### src/rtl/player_ctrl_pkg.sv
// Shared types and constants for the player horizontal-move controller.
package player_ctrl_pkg;

  typedef enum logic [1:0] {
    IDLE   = 2'd0,
    ACTIVE = 2'd1,
    STUN   = 2'd2
  } ctrl_state_t;

  typedef enum logic [1:0] {
    NONE  = 2'd0,
    LEFT  = 2'd1,
    RIGHT = 2'd2
  } dir_t;

  localparam int EDGE_TOP    = 3;
  localparam int EDGE_RIGHT  = 2;
  localparam int EDGE_BOTTOM = 1;
  localparam int EDGE_LEFT   = 0;

endpackage

### src/rtl/player_dir_arbiter.sv
// Resolves held keys, frame-sampled previous keys, last direction and edge
// hits into the direction to issue this frame.
module player_dir_arbiter
  import player_ctrl_pkg::*;
(
  input  logic       clk,
  input  logic       resetN,
  input  logic       start_of_frame,
  input  logic       key_left,
  input  logic       key_right,
  input  dir_t       last_dir,
  input  logic [3:0] edge_latch,
  output dir_t       dir
);

  logic prev_left_reg;
  logic prev_right_reg;
  logic new_left;
  logic new_right;
  dir_t req_dir;
  logic unused_edges;

  // Key history only advances per frame, so sub-frame taps never look "new".
  always_ff @(posedge clk or negedge resetN) begin
    if (!resetN) begin
      prev_left_reg  <= 1'b0;
      prev_right_reg <= 1'b0;
    end else if (start_of_frame) begin
      prev_left_reg  <= key_left;
      prev_right_reg <= key_right;
    end
  end

  assign new_left     = key_left & ~prev_left_reg;
  assign new_right    = key_right & ~prev_right_reg;
  assign unused_edges = ^{edge_latch[EDGE_TOP], edge_latch[EDGE_BOTTOM]};

  always_comb begin
    req_dir = NONE;
    if (key_left && !key_right) begin
      req_dir = LEFT;
    end else if (key_right && !key_left) begin
      req_dir = RIGHT;
    end else if (key_left && key_right) begin
      if (new_left)       req_dir = LEFT;
      else if (new_right) req_dir = RIGHT;
      else                req_dir = last_dir;
    end

    dir = req_dir;
    if (req_dir == LEFT && edge_latch[EDGE_LEFT])   dir = NONE;
    if (req_dir == RIGHT && edge_latch[EDGE_RIGHT]) dir = NONE;
  end

endmodule

### src/rtl/player_move_ctrl.sv
// Frame-rate FSM driving the player mover: active-low move commands, ramped
// X speed, collision stun lockout and edge blocking.
module player_move_ctrl
  import player_ctrl_pkg::*;
#(
  parameter int MIN_SPEED   = 10,
  parameter int MAX_SPEED   = 64,
  parameter int ACCEL       = 4,
  parameter int STUN_FRAMES = 15,
  parameter int SPEED_W     = 8
) (
  input  logic               clk,
  input  logic               resetN,
  input  logic               startOfFrame,
  input  logic               gameEnable,
  input  logic               keyLeft,
  input  logic               keyRight,
  input  logic               collision,
  input  logic [3:0]         HitEdgeCode,
  output logic               moveLeftN,
  output logic               moveRightN,
  output logic [SPEED_W-1:0] xSpeed,
  output logic               stunActive,
  output logic [1:0]         ctrlState
);

  localparam logic [SPEED_W-1:0] MIN_V       = SPEED_W'(MIN_SPEED);
  localparam logic [SPEED_W-1:0] MAX_V       = SPEED_W'(MAX_SPEED);
  localparam logic [SPEED_W:0]   MAX_W       = (SPEED_W+1)'(MAX_SPEED);
  localparam logic [SPEED_W:0]   ACCEL_W     = (SPEED_W+1)'(ACCEL);
  localparam logic [7:0]         STUN_RELOAD = 8'(STUN_FRAMES - 1);

  ctrl_state_t        state_reg, state_next;
  dir_t               last_dir_reg, last_dir_next;
  dir_t               arb_dir;
  logic [7:0]         cnt_reg, cnt_next;
  logic               left_n_reg, left_n_next;
  logic               right_n_reg, right_n_next;
  logic [SPEED_W-1:0] speed_reg, speed_next;
  logic               col_latch_reg;
  logic [3:0]         edge_latch_reg;
  logic [SPEED_W:0]   speed_sum;
  logic [SPEED_W-1:0] speed_sat;
  logic               do_move;

  // Events landing on the consuming cycle seed the next frame's latch.
  always_ff @(posedge clk or negedge resetN) begin
    if (!resetN) begin
      col_latch_reg  <= 1'b0;
      edge_latch_reg <= 4'd0;
    end else if (startOfFrame) begin
      col_latch_reg  <= collision;
      edge_latch_reg <= HitEdgeCode;
    end else begin
      col_latch_reg  <= col_latch_reg | collision;
      edge_latch_reg <= edge_latch_reg | HitEdgeCode;
    end
  end

  player_dir_arbiter u_arb (
    .clk            (clk),
    .resetN         (resetN),
    .start_of_frame (startOfFrame),
    .key_left       (keyLeft),
    .key_right      (keyRight),
    .last_dir       (last_dir_reg),
    .edge_latch     (edge_latch_reg),
    .dir            (arb_dir)
  );

  assign speed_sum = {1'b0, speed_reg} + ACCEL_W;
  assign speed_sat = (speed_sum > MAX_W) ? MAX_V : speed_sum[SPEED_W-1:0];

  always_comb begin
    state_next    = state_reg;
    last_dir_next = last_dir_reg;
    cnt_next      = cnt_reg;
    left_n_next   = left_n_reg;
    right_n_next  = right_n_reg;
    speed_next    = speed_reg;
    do_move       = 1'b0;

    if (startOfFrame) begin
      left_n_next  = 1'b1;
      right_n_next = 1'b1;
      speed_next   = MIN_V;
      case (state_reg)
        IDLE: begin
          last_dir_next = NONE;
          if (gameEnable) state_next = ACTIVE;
        end
        ACTIVE: begin
          if (!gameEnable) begin
            state_next    = IDLE;
            last_dir_next = NONE;
          end else if (col_latch_reg) begin
            state_next    = STUN;
            cnt_next      = STUN_RELOAD;
            last_dir_next = NONE;
          end else begin
            do_move = 1'b1;
          end
        end
        STUN: begin
          if (!gameEnable) begin
            state_next = IDLE;
            cnt_next   = 8'd0;
          end else if (col_latch_reg) begin
            cnt_next = STUN_RELOAD;
          end else if (cnt_reg == 8'd0) begin
            state_next = ACTIVE;
            do_move    = 1'b1;
          end else begin
            cnt_next = cnt_reg - 8'd1;
          end
        end
        default: state_next = IDLE;
      endcase

      // lastDir is NONE on stun exit, so the ramp restarts from MIN there.
      if (do_move) begin
        left_n_next   = (arb_dir != LEFT);
        right_n_next  = (arb_dir != RIGHT);
        speed_next    = (arb_dir == last_dir_reg && arb_dir != NONE) ? speed_sat : MIN_V;
        last_dir_next = arb_dir;
      end
    end
  end

  always_ff @(posedge clk or negedge resetN) begin
    if (!resetN) begin
      state_reg    <= IDLE;
      last_dir_reg <= NONE;
      cnt_reg      <= 8'd0;
      left_n_reg   <= 1'b1;
      right_n_reg  <= 1'b1;
      speed_reg    <= MIN_V;
    end else begin
      state_reg    <= state_next;
      last_dir_reg <= last_dir_next;
      cnt_reg      <= cnt_next;
      left_n_reg   <= left_n_next;
      right_n_reg  <= right_n_next;
      speed_reg    <= speed_next;
    end
  end

  assign moveLeftN  = left_n_reg;
  assign moveRightN = right_n_reg;
  assign xSpeed     = speed_reg;
  assign stunActive = (state_reg == STUN);
  assign ctrlState  = state_reg;

endmodule

### config.mk
export PLATFORM = sky130hd
export DESIGN_NAME = player_move_ctrl
export DESIGN_NICKNAME = d
export VERILOG_FILES = /design/src/rtl/player_ctrl_pkg.sv /design/src/rtl/player_dir_arbiter.sv /design/src/rtl/player_move_ctrl.sv
export SDC_FILE = /design/constraint.sdc
export NUM_CORES = 1
export LEC_CHECK = 0
export BUFFER_PORTS_ARGS = -buffer_cell sky130_fd_sc_hd__buf_2
export CORE_ASPECT_RATIO = 1.25
export CORE_MARGIN = 8
export CORE_UTILIZATION = 50
export DETAILED_ROUTE_END_ITERATION = 8
export PLACE_DENSITY_LB_ADDON = 0.08
export SLEW_MARGIN = 15
export SYNTH_ARGS = -nofsm -noshare
export SYNTH_HDL_FRONTEND = slang
export SYNTH_SLANG_ARGS = --single-unit
### constraint.sdc
create_clock -name clk -period 2.1 [get_ports clk]
set_input_delay 0.21 -clock clk [delete_from_list [all_inputs] [get_ports clk]]
set_output_delay 0.21 -clock clk [all_outputs]
set_load 0.01 [all_outputs]
# Word level (Yosys, flattened, before mapping)
# Index checks and enable logic that the tools add are counted.
# W data, S select, Z words.
# totals
inputBits	11
output_inout_bits	13
elab_cells	88
register_bits	29
# op_classes
add_sub_neg	2
reduce_logical	16
order_cmp	1
muxes	38
bitwise_logic	6
eq_ne	15
# ops
op	n
$mux W8	8
$mux W2	16
$pmux W8 S2	1
$reduce_and A5 Y1	2
$add A8 B3 Y9 const B	1
$gt A9 B7 Y1 const B	1
$mux W1	9
$logic_not A8 Y1	1
$ne A2 B2 Y1 const B	4
$ne A4 B4 Y1 const B	2
$sub A8 B1 Y8 const B	1
$logic_and A1 B1 Y1	6
$ne A3 B3 Y1 const B	2
$pmux W2 S3	1
$eq A2 B1 Y1 const B	2
$eq A2 B2 Y1 const B	2
$mux W4	1
$or A4 B4 Y4	1
$pmux W2 S2	1
$reduce_bool A2 Y1	2
$ne A3 B2 Y1 const B	1
$reduce_and A3 Y1	1
$reduce_bool A3 Y1	1
$and A1 B1 Y1	2
7 further kinds	9

# Logic depth before layout (Yosys ltp)
# Gate-level depths: netlist (run 1).
# depth
word_depth	15
ltp_mapped	8
depth_no_buf	7

# Cells and area by module
# A second synthesis (run 1) with hierarchy kept.
# hier_totals
hier_cells	166
hier_area_um2	1607.8
# by_module_without_submodules
mod	cells_per_inst	seq_area_each_um2	area_per_inst_um2	n_inst
player_move_ctrl	152	655.6	1451.4	1
player_dir_arbiter	14	50.0	156.4	1

# Least setup slack after synthesis (run 1)
# Ideal clock, no wire load.
# synth_path
path_type	register to register
from	register speed_reg[3], in the netlist xSpeed[3]
to	register speed_reg[4], in the netlist xSpeed[4]
path_stages_with_launch	7
path_buffers	0
required_time_ns	2.020
arrival_ns	1.857
period_less_slack_ns	1.937
setup_slack_ns	0.163
setup_ns	0.080
path_cell_list	dfstp_2 ha_1 nand4b_1 or3_1 a32oi_2 o211ai_4 o211ai_2
# synth_between
elab_chain_cells	5
# synth_lines
item	line_no	source
start: declaration	player_move_ctrl.sv:39	logic [SPEED_W-1:0] speed_reg, speed_next;
start signal: assignment	player_move_ctrl.sv:144	speed_reg <= speed_next;
$add A8 B3 Y9 *	player_move_ctrl.sv:71	assign speed_sum = {1'b0, speed_reg} + ACCEL_W;
$gt A9 B7 Y1	player_move_ctrl.sv:72	assign speed_sat = (speed_sum > MAX_W) ? MAX_V : speed_sum[SPEED_W-1:0];
$mux W8 *	player_move_ctrl.sv:72	
$mux W8 *	player_move_ctrl.sv:124	speed_next = (arb_dir == last_dir_reg && arb_dir != NONE) ? speed_sat : MIN_V;
$mux W8 *	player_move_ctrl.sv:121	if (do_move) begin
# Every way passes the cells marked *; elsewhere a longest branch is shown, timed or not.
# A chain may end at the register's enable or synchronous reset.

# Worst setup path after layout (run 1)
# Same ends and word-level chain as after synthesis.

==> results.sh, run 1 <==
export IMPL_critPathLaunchType="register"
export IMPL_first_iter_violations=83
export IMPL_seqCellArea_um2=655.6
export IMPL_via_count=1427
export IMPL_rsz0062_at_grt="yes"
export IMPL_cts_sinks=26
export IMPL_cap_violations=0
export IMPL_ys_async_sr_fraction_pct=100.0
export IMPL_start_util_pct=50.63
export IMPL_worstRegToRegCells=6
export IMPL_cts_tree="yes"
export IMPL_place_area_mm2=0.001867
export IMPL_antenna_cells=0
export IMPL_die_area_mm2=0.005579
export IMPL_ys_top_cells_by_area="dfrtp_1 32%, dfstp_2 6.1%, ha_1 5.8%"
export IMPL_clkSlewWorstSetupHoldPaths_ns=0.09
export IMPL_crit_buf_inv=0
export IMPL_hold_class="input port to register"
export IMPL_leakagePower_nw=0.8679
export IMPL_fin_nets=228
export IMPL_reg2reg_from="xSpeed[3]"
export IMPL_fmax_mhz=503.5
export IMPL_slew_limit_headroom_pct=58.79
export IMPL_slew_viol_final=0
export IMPL_port_buffers=20
export IMPL_crit_chain="ha_2, nand4b_1, or3_1, a32oi_4, o211ai_4, o211ai_2"
export IMPL_finalSetupViolCount=0
export IMPL_syn_nets=202
export IMPL_fin_skew_ns=0.006455
export IMPL_grt_antenna_before_repair=0
export IMPL_cp_top_family="compound AO/OA/AOI/OAI gates"
export IMPL_whs_endpoint="edge_latch_reg[2]"
export IMPL_finalInstanceArea_mm2=0.001971
export IMPL_reg2reg_to="xSpeed[4]"
export IMPL_synth_edf_count=0
export IMPL_status="finished clean"
export IMPL_syn_inst=183
export IMPL_drcViolationCount=0
export IMPL_fp_dieW_um=68.43
export IMPL_holdWs_ns=0.1091
export IMPL_whs_path_depth=2
export IMPL_core_rowCount=24
export IMPL_path_class="register to register"
export IMPL_ctsHtreeMaxLevel=1
export IMPL_finalCriticalPeriod_ns=1.986
export IMPL_core_area_mm2=0.003393
export IMPL_cp_slowest_stage_delay_ns=0.61
export IMPL_dpl_hpwl_um=2818
export IMPL_grt_pass1_wl_um=6099
export IMPL_die_y_um=81.54
export IMPL_crit_path_end_kind="register"
export IMPL_pwr_density_cell_mw_per_mm2=847.6
export IMPL_syn_cell_area_mm2=0.001718
export IMPL_cts_max_path_buffers=2
export IMPL_synth_ff_type="dfrtp_1"
export IMPL_cp_max_fo=9
export IMPL_ant_nets=0
export IMPL_worst_pin_slew_ns=0.6135
export IMPL_arrival_ns=2.19
export IMPL_cts_made_buffers=3
export IMPL_avgViaCountPerCell=5.777
export IMPL_synthDistinctLibCells=55
export IMPL_final_cell_mix="22 x dfrtp_1, 20 x buf_2, 19 x nand2_1"
export IMPL_holdCritStartpoint="HitEdgeCode[2]"
export IMPL_synth_top_area_share_pct=32.05
export IMPL_gp_congestion=0.8289
export IMPL_largest_reg_flops=8
export IMPL_r2r_slack_ns=0.11
export IMPL_drive_gt1_share_pct=26.44
export IMPL_grt_remaining_overflow=0
export IMPL_synth_warnings=0
export IMPL_post_cts_buffers=0
export IMPL_layout_area_overhead_vs_synth_pct=14.71
export IMPL_clk_latency_ns=0.27
export IMPL_grt_max_degree=27
export IMPL_n_fill_cell=313
export IMPL_synth_area_per_cell_um2=9.387
export IMPL_required_ns=2.30
export IMPL_routedWlPerCell_um=14.75
export IMPL_globalRouteTotalUtil_pct=13.95
export IMPL_grt_pass1_vias=1375
export IMPL_io_pins=24
export IMPL_ys_ff_latch=26
export IMPL_root_buffer="clkbuf_8"
export IMPL_ir_drop_mv=0.6710
export IMPL_fin_crit_sh_pct=94.57
export IMPL_yosysSeqAreaShare_pct=38.16
export IMPL_dr_pass1_iters=4
export IMPL_hold_viol=0
export IMPL_drt_total_wl_um=3643
export IMPL_cp_slowest_cell="dfstp_2"
export IMPL_final_common_cell="dfrtp_1"
export IMPL_synth_top_area_cell="dfrtp_1"
export IMPL_multi_input_area_um2=972.2
where the power goes:
group / switching, mW / leakage [nW] / internal, mW / total, mW
clock network: 0.158 / 0.0357 / 0.255 / 0.414
registers: 0.0599 / 0.326 / 0.561 / 0.621
logic: 0.341 / 0.507 / 0.294 / 0.636
through the flow:
step	utilization, %	setup TNS, ns	power, mW	cells	setup slack [ns]
after global routing	58.08	-0.01301	1.799	247	-0.01301
after global placement	55.01	0	1.237	242	0.1153
after detailed placement	55.01	0	1.260	242	0.07226
after CTS	57.41	0	1.686	247	0.05996
final	58.08	0	1.670	247	0.1141
after floorplan	-	0	1.045	183	0.1628
timing repair:
| item | in CTS | in global routing |
|---|---|---|
| endpoints found under the hold margin | 22 | 0 |
| endpoints found under the setup margin | 0 | 4 |
| hold buffers | 1 | 0 |
| gates resized for setup | 0 | 5 |
logic make-up after synthesis:
family                   count (synthesis)  synth area share (%)
AND/OR/NAND/NOR                         62                 19.30
AO/OA/AOI/OAI                           60                 27.02
flip-flops                              26                 38.16
buffers and inverters                   21                 6.555
adder cells (fa/ha/maj)                  8                 5.827
multiplexers                             5                 2.913
other                                    1                0.2183
cells in the mapped netlist, drive strengths merged, types with 4 or more instances:
cell type	n
buf	6
ha	8
dfrtp	22
dfstp	4
o211ai	5
nor2b	5
a21o	6
nand3	4
nor2	11
o21ai	19
inv	12
a21oi	8
nand2	19
mux2i	5
layer usage:
| layer | global-route usage (%) | share of wire, % |
|---|---|---|
| met5 | 0 | 0 |
| met4 | 6.160 | 1.5 |
| met3 | 1.637 | 2.7 |
| met2 | 24.88 | 54 |
| met1 | 16.04 | 42 |
how the worst max path moves through the flow:
stage                     depth (start not counted)        from           end
final                                             6   xSpeed[3]     xSpeed[4]
after global routing                              6  cnt_reg[0]  ctrlState[1]
after CTS                                         6   xSpeed[3]     xSpeed[4]
after detailed placement                          6   xSpeed[3]     xSpeed[4]
after global placement                            6   xSpeed[3]     xSpeed[4]
after floorplan                                   6   xSpeed[3]     xSpeed[4]
layout make-up:
type                            instances  area share (%)
Clock buffer                            3           2.095
Inverter                               12           2.286
Sequential cell                        26           33.27
Multi-Input combinational cell        136           49.33
Timing Repair Buffer                   30           9.016
Tap cell                               39           2.476
Clock inverter                          1           1.524
Note: power is estimated with default switching activity, not from simulation.
==> inputs of run 2 (changes only) <==
--- a/config.mk
+++ b/config.mk
@@ -11,4 +11,5 @@
 export CORE_UTILIZATION = 50
 export DETAILED_ROUTE_END_ITERATION = 8
+export GPL_TIMING_DRIVEN = 0
 export PLACE_DENSITY_LB_ADDON = 0.08
 export SLEW_MARGIN = 15
==> constraint.sdc (replaced) <==
create_clock -name clk -period 2.1 [get_ports clk]
set_input_delay 0.42 -clock clk [delete_from_list [all_inputs] [get_ports clk]]
set_output_delay 0.42 -clock clk [all_outputs]
set_load 0.01 [all_outputs]
==> run 2 against run 1 <==
  * Final cell count decreased by 1.2%
  * Maximum frequency down 1.2%
  * Sequential share of layout area fell by 0.13 points
  * Largest cell class unchanged
  * Total power down 2.1%
  * Critical path type unchanged
  * Worst hold slack better by 0.036 ns
  * Clock power down 1%
  * First-iteration DRC count is 64% higher
==> results.sh, run 2 (synthesis gave the netlist of run 1 again) <==
export IMPL_cts_max_path_buffers=2
export IMPL_cts_sinks=26
export IMPL_cts_made_buffers=3
export IMPL_met2_usage_pct=25.91
export IMPL_finalSetupViolCount=0
export IMPL_leakagePower_nw=0.8548
export IMPL_power_mw=1.635
export IMPL_start_util_pct=50.63
export IMPL_hold_viol=0
export IMPL_r2r_slack_ns=0.09
export IMPL_arrival_ns=2.20
export IMPL_gp_congestion=0.8236
export IMPL_status="finished clean"
export IMPL_hold_class="input port to async pin"
export IMPL_post_cts_buffers=0
export IMPL_ctsHtreeMaxLevel=1
export IMPL_setup_ws_ns=0.08940
export IMPL_grt_antenna_before_repair=0
export IMPL_globalRouteTotalUtil_pct=14.06
export IMPL_die_y_um=81.54
export IMPL_ant_nets=0
export IMPL_slew_viol_final=0
export IMPL_fp_dieW_um=68.43
export IMPL_io_pins=24
export IMPL_dr_pass1_iters=4
export IMPL_fin_crit_sh_pct=95.74
export IMPL_layout_area_overhead_vs_synth_pct=15.15
export IMPL_fin_skew_ns=0.007840
export IMPL_crit_path_end_kind="register"
export IMPL_final_cell_mix="22 x dfrtp_1, 19 x nand2_1, 18 x buf_2"
export IMPL_grt_pass1_wl_um=6196
export IMPL_root_buffer="clkbuf_8"
export IMPL_routedWlPerCell_um=15.42
export IMPL_grt_busiest_layer="met2"
export IMPL_n_fill_cell=307
export IMPL_ir_drop_mv=0.5970
export IMPL_grt_max_degree=27
export IMPL_cts_tree="yes"
export IMPL_cp_max_fo=9
export IMPL_place_ws_ns=0.02813
export IMPL_die_area_mm2=0.005579
export IMPL_pwr_density_cell_mw_per_mm2=826.7
export IMPL_worst_pin_slew_ns=0.6336
export IMPL_core_area_mm2=0.003393
export IMPL_core_rowCount=24
export IMPL_holdWs_ns=0.1452
export IMPL_path_class="register to register"
export IMPL_required_ns=2.29
export IMPL_fin_util_pct=58.30
export IMPL_first_iter_violations=136
export IMPL_use_met3_pct=1.637
export IMPL_drive_gt1_share_pct=25.37
export IMPL_grt_pass1_vias=1445
export IMPL_setup_tns_final_ns=0
export IMPL_via_count=1456
export IMPL_finalInstanceArea_mm2=0.001978
export IMPL_dp_cells=240
export IMPL_finalCriticalPeriod_ns=2.011
export IMPL_seqCellArea_um2=655.6
export IMPL_multi_input_area_um2=999.7
export IMPL_drcViolationCount=0
export IMPL_dpl_hpwl_um=2867
export IMPL_cap_violations=0
export IMPL_critPathLaunchType="register"
export IMPL_final_cell_count_no_fill=244
export IMPL_slew_limit_headroom_pct=57.43
export IMPL_fmax_mhz=497.4
export IMPL_grt_remaining_overflow=0
export IMPL_final_common_cell="dfrtp_1"
export IMPL_grtUsageMet1_pct=15.12
export IMPL_clkSlewWorstSetupHoldPaths_ns=0.09
export IMPL_place_area_mm2=0.001857
export IMPL_antenna_cells=0
export IMPL_clk_latency_ns=0.27
export IMPL_post_cts_resized=0
export IMPL_drt_total_wl_um=3763
export IMPL_rsz0062_at_grt="no"
export IMPL_port_buffers=18
export IMPL_largest_reg_flops=8
export IMPL_avgViaCountPerCell=5.967
export IMPL_fin_nets=225
export IMPL_cts_hold_buf=0
[run 2: cell count changes in the layout (fill, tap and decap cells not counted), moves of 2 or more]
cell,change
buf_6,+3
o21ai_1,-2
buf_4,-6
clkbuf_1,+3
buf_2,-2
[run 2: final cells by class]
class | count | share of cell area, %
well taps | 39 | 2.467
flip-flops and latches | 26 | 33.14
inverters | 12 | 2.277
multi-input cells | 136 | 50.54
clock inverters | 1 | 1.518
clock buffers | 3 | 2.087
plain buffers | 9 | 3.416
repair buffers | 18 | 4.554
[run 2: power breakdown]
group	switching, mW	internal (mW)
Combinational	0.321	0.257
Clock	0.154	0.255
Sequential	0.0868	0.561
Total	0.562	1.07
[run 2: path summary, 6_finish.rpt]
path                                start           endpoint  cells past startpoint
max                             xSpeed[3]          xSpeed[4]                      6
min                                resetN    last_dir_reg[0]                      1
max reg2reg                     xSpeed[3]          xSpeed[4]                      6
min reg2reg                    moveRightN         moveRightN                      2
max in group asynchronous          resetN       ctrlState[0]                      1
min in group clk           HitEdgeCode[0]  edge_latch_reg[0]                      2
[run 2: per-layer routing]
| metal | up-vias | part of all wire (%) |
|---|---|---|
| met5 | - | 0 |
| met3 | 8 | 3.0 |
| met1 | 711 | 41 |
| met2 | 27 | 54 |
| li1 | 710 | - |
| met4 | 0 | 2.0 |
[run 2: worst max-delay path: stages, from the launching register on]
cell      delay (ns)
dfstp_2         0.63
ha_1            0.20
nand4b_1        0.09
or3_1           0.36
a32oi_4         0.34
o211ai_4        0.14
o211ai_2        0.17
==> inputs of run 3 (changes only) <==
Settings changed: BUFFER_PORTS_ARGS -buffer_cell sky130_fd_sc_hd__buf_2 to not set, CORE_UTILIZATION 50 to 61, DONT_BUFFER_PORTS set to 1, RECOVER_POWER set to 25.
==> run 3 against run 2 <==
  * Register-to-register slack hardly changed
  * Flip-flop and latch count stayed put
  * Routed wire length is 6.9% lower
  * Count of clock-buffer cells in the layout stayed put
  * First-iteration DRC count is 71% lower
  * Maximum frequency is 0.36% higher
  * Setup slack better by 0.0072 ns
  * Clock power is 18% lower
  * Combinational power is 7.8% lower
  * Largest cell class unchanged
  * Highest routed layer unchanged
==> results.sh, run 3 (synthesis gave the netlist of run 1 again) <==
export IMPL_status="finished clean"
export IMPL_p_int_uw=994.0
export IMPL_leakagePower_nw=0.7963
export IMPL_io_pins=24
export IMPL_cts_sinks=26
export IMPL_slew_limit_headroom_pct=25.87
export IMPL_finalCriticalPeriod_ns=2.003
export IMPL_grt_pass1_wl_um=5699
export IMPL_crit_path_start="xSpeed[3]"
export IMPL_fin_util_pct=71.62
export IMPL_clkSlewWorstSetupHoldPaths_ns=0.14
export IMPL_cts_made_buffers=3
export IMPL_dpl_hpwl_um=2570
export IMPL_grt_antenna_before_repair=0
export IMPL_final_cell_mix="20 x dfrtp_1, 19 x nand2_1, 15 x o21ai_0"
export IMPL_fp_dieW_um=63.47
export IMPL_arrival_ns=2.25
export IMPL_worst_pin_slew_ns=1.112
export IMPL_reg2reg_to="xSpeed[4]"
export IMPL_die_area_mm2=0.004781
export IMPL_via_count=1346
export IMPL_power_frac_clock_pct=22.0
export IMPL_first_iter_violations=40
export IMPL_routedWlPerCell_um=15.51
export IMPL_fin_skew_ns=0.004887
export IMPL_grt_max_degree=27
export IMPL_required_ns=2.35
export IMPL_fin_nets=212
export IMPL_power_frac_comb_pct=34.8
export IMPL_cts_max_path_buffers=2
export IMPL_root_buffer="clkbuf_4"
export IMPL_layout_area_overhead_vs_synth_pct=11.73
export IMPL_rsz0062_at_grt="no"
export IMPL_grt_remaining_overflow=0
export IMPL_grt_busiest_layer="met2"
export IMPL_fin_crit_sh_pct=95.40
export IMPL_cp_slowest_cell="dfstp_2"
export IMPL_swShare_pct=35.17
export IMPL_dr_pass1_iters=4
export IMPL_p_switching_uw=539.2
export IMPL_crit_end="xSpeed[4]"
export IMPL_gp_congestion=0.8030
export IMPL_core_area_mm2=0.002680
export IMPL_ant_nets=0
export IMPL_cp_slowest_stage_delay_ns=0.67
export IMPL_final_common_cell="dfrtp_1"
export IMPL_crit_chain="ha_4, nand4b_1, or3_1, a32oi_4, o211ai_4, o211ai_2"
export IMPL_largest_reg_flops=8
export IMPL_core_rowCount=21
export IMPL_drcViolationCount=0
export IMPL_avgViaCountPerCell=5.956
export IMPL_ctsHtreeMaxLevel=1
export IMPL_cts_tree="yes"
export IMPL_p_seq_share_pct=43.2
export IMPL_die_y_um=75.33
export IMPL_critPathLaunchType="register"
export IMPL_r2r_slack_ns=0.1
export IMPL_globalRouteTotalUtil_pct=14.29
export IMPL_fmax_mhz=499.2
export IMPL_ir_drop_mv=0.6710
export IMPL_drt_total_wl_um=3505
export IMPL_port_buffers=0
export IMPL_cp_max_fo=7
export IMPL_use_met3_pct=3.235
export IMPL_clk_latency_ns=0.32
export IMPL_path_class="register to register"
export IMPL_crit_path_end_kind="register"
export IMPL_hold_viol=0
export IMPL_n_fill_cell=214
export IMPL_cap_violations=0
export IMPL_reg2reg_from="xSpeed[3]"
export IMPL_start_util_pct=64.10
export IMPL_drive_gt1_share_pct=19.79
export IMPL_grtUsageMet1_pct=14.31
export IMPL_slew_viol_final=0
export IMPL_holdWs_ns=0.1813
export IMPL_met2_usage_pct=28.67
export IMPL_grt_pass1_vias=1334
export IMPL_finalSetupViolCount=0
export IMPL_worstRegToRegCells=6
export IMPL_pwr_density_cell_mw_per_mm2=798.8
export IMPL_hold_class="input port to register"
export IMPL_antenna_cells=0
-- run 3: power groups by stage --
stage               Combinational, mW  Sequential [mW]  Clock [mW]
floorplan                       0.405            0.640           0
global placement                0.476            0.656           0
detailed placement              0.492            0.662           0
CTS                             0.516            0.652       0.349
global route                    0.596            0.674       0.367
finish                          0.533            0.662       0.337
-- run 3: metrics by stage --
stage,power [mW],TNS (ns),worst slack (ns),std cells,instance area [um2]
floorplan,1.045,0,0.1628,183,1718
global placement,1.133,0,0.01841,217,1760
detailed placement,1.154,-0.06590,-0.03245,217,1760
CTS,1.517,0,0.04401,223,1869
global route,1.637,0,0.01105,226,1919
finish,1.533,0,0.09660,226,1919
-- run 3: worst max-delay path: cells and delay by family, from the launching register on --
family,cells,cell delay (ns)
adders and majority gates,1,0.19
DFF,1,0.67
and+or+nand+nor,2,0.44
AOI/OAI and AO/OA,3,0.64
-- run 3: what timing repair did --
item / CTS / global route
hold endpoints to repair: 26 / 0
hold buffers: 2 / 0
resized for setup: 4 / 8
pin swaps: 0 / 1
setup endpoints to repair: 5 / 5
buffers inserted: 0 / 3
cloned: 0 / 0
-- run 3: layout make-up --
type / instances / area, um2 / share of cell area (%)
Clock inverter: 1 / 30.03 / 1.565
Clock buffer: 3 / 22.52 / 1.173
Multi-Input combinational cell: 136 / 1012 / 52.74
Timing Repair Buffer: 5 / 41.29 / 2.151
Buffer: 9 / 67.56 / 3.520
Tap cell: 34 / 42.54 / 2.216
Inverter: 12 / 45.04 / 2.347
Sequential cell: 26 / 658.1 / 34.29
-- run 3: worst min path at each step --
stage	startpoint	cells past startpoint	slack [ns]	to
4_1_cts	collision	1	0.17	col_latch_reg
3_3_place_gp	resetN	0	0.13	xSpeed[2]
2_1_floorplan	resetN	0	0.12	cnt_reg[0]
5_1_grt	collision	1	0.16	col_latch_reg
6_report	collision	1	0.18	col_latch_reg
3_5_place_dp	resetN	0	0.13	xSpeed[2]
-- run 3: routing by layer --
metal  wire (um)  vias to the layer above
li1            -                      685
met4          18                        0
met1        1483                      645
met3         135                        2
met5           0                        -
met2        1867                       14
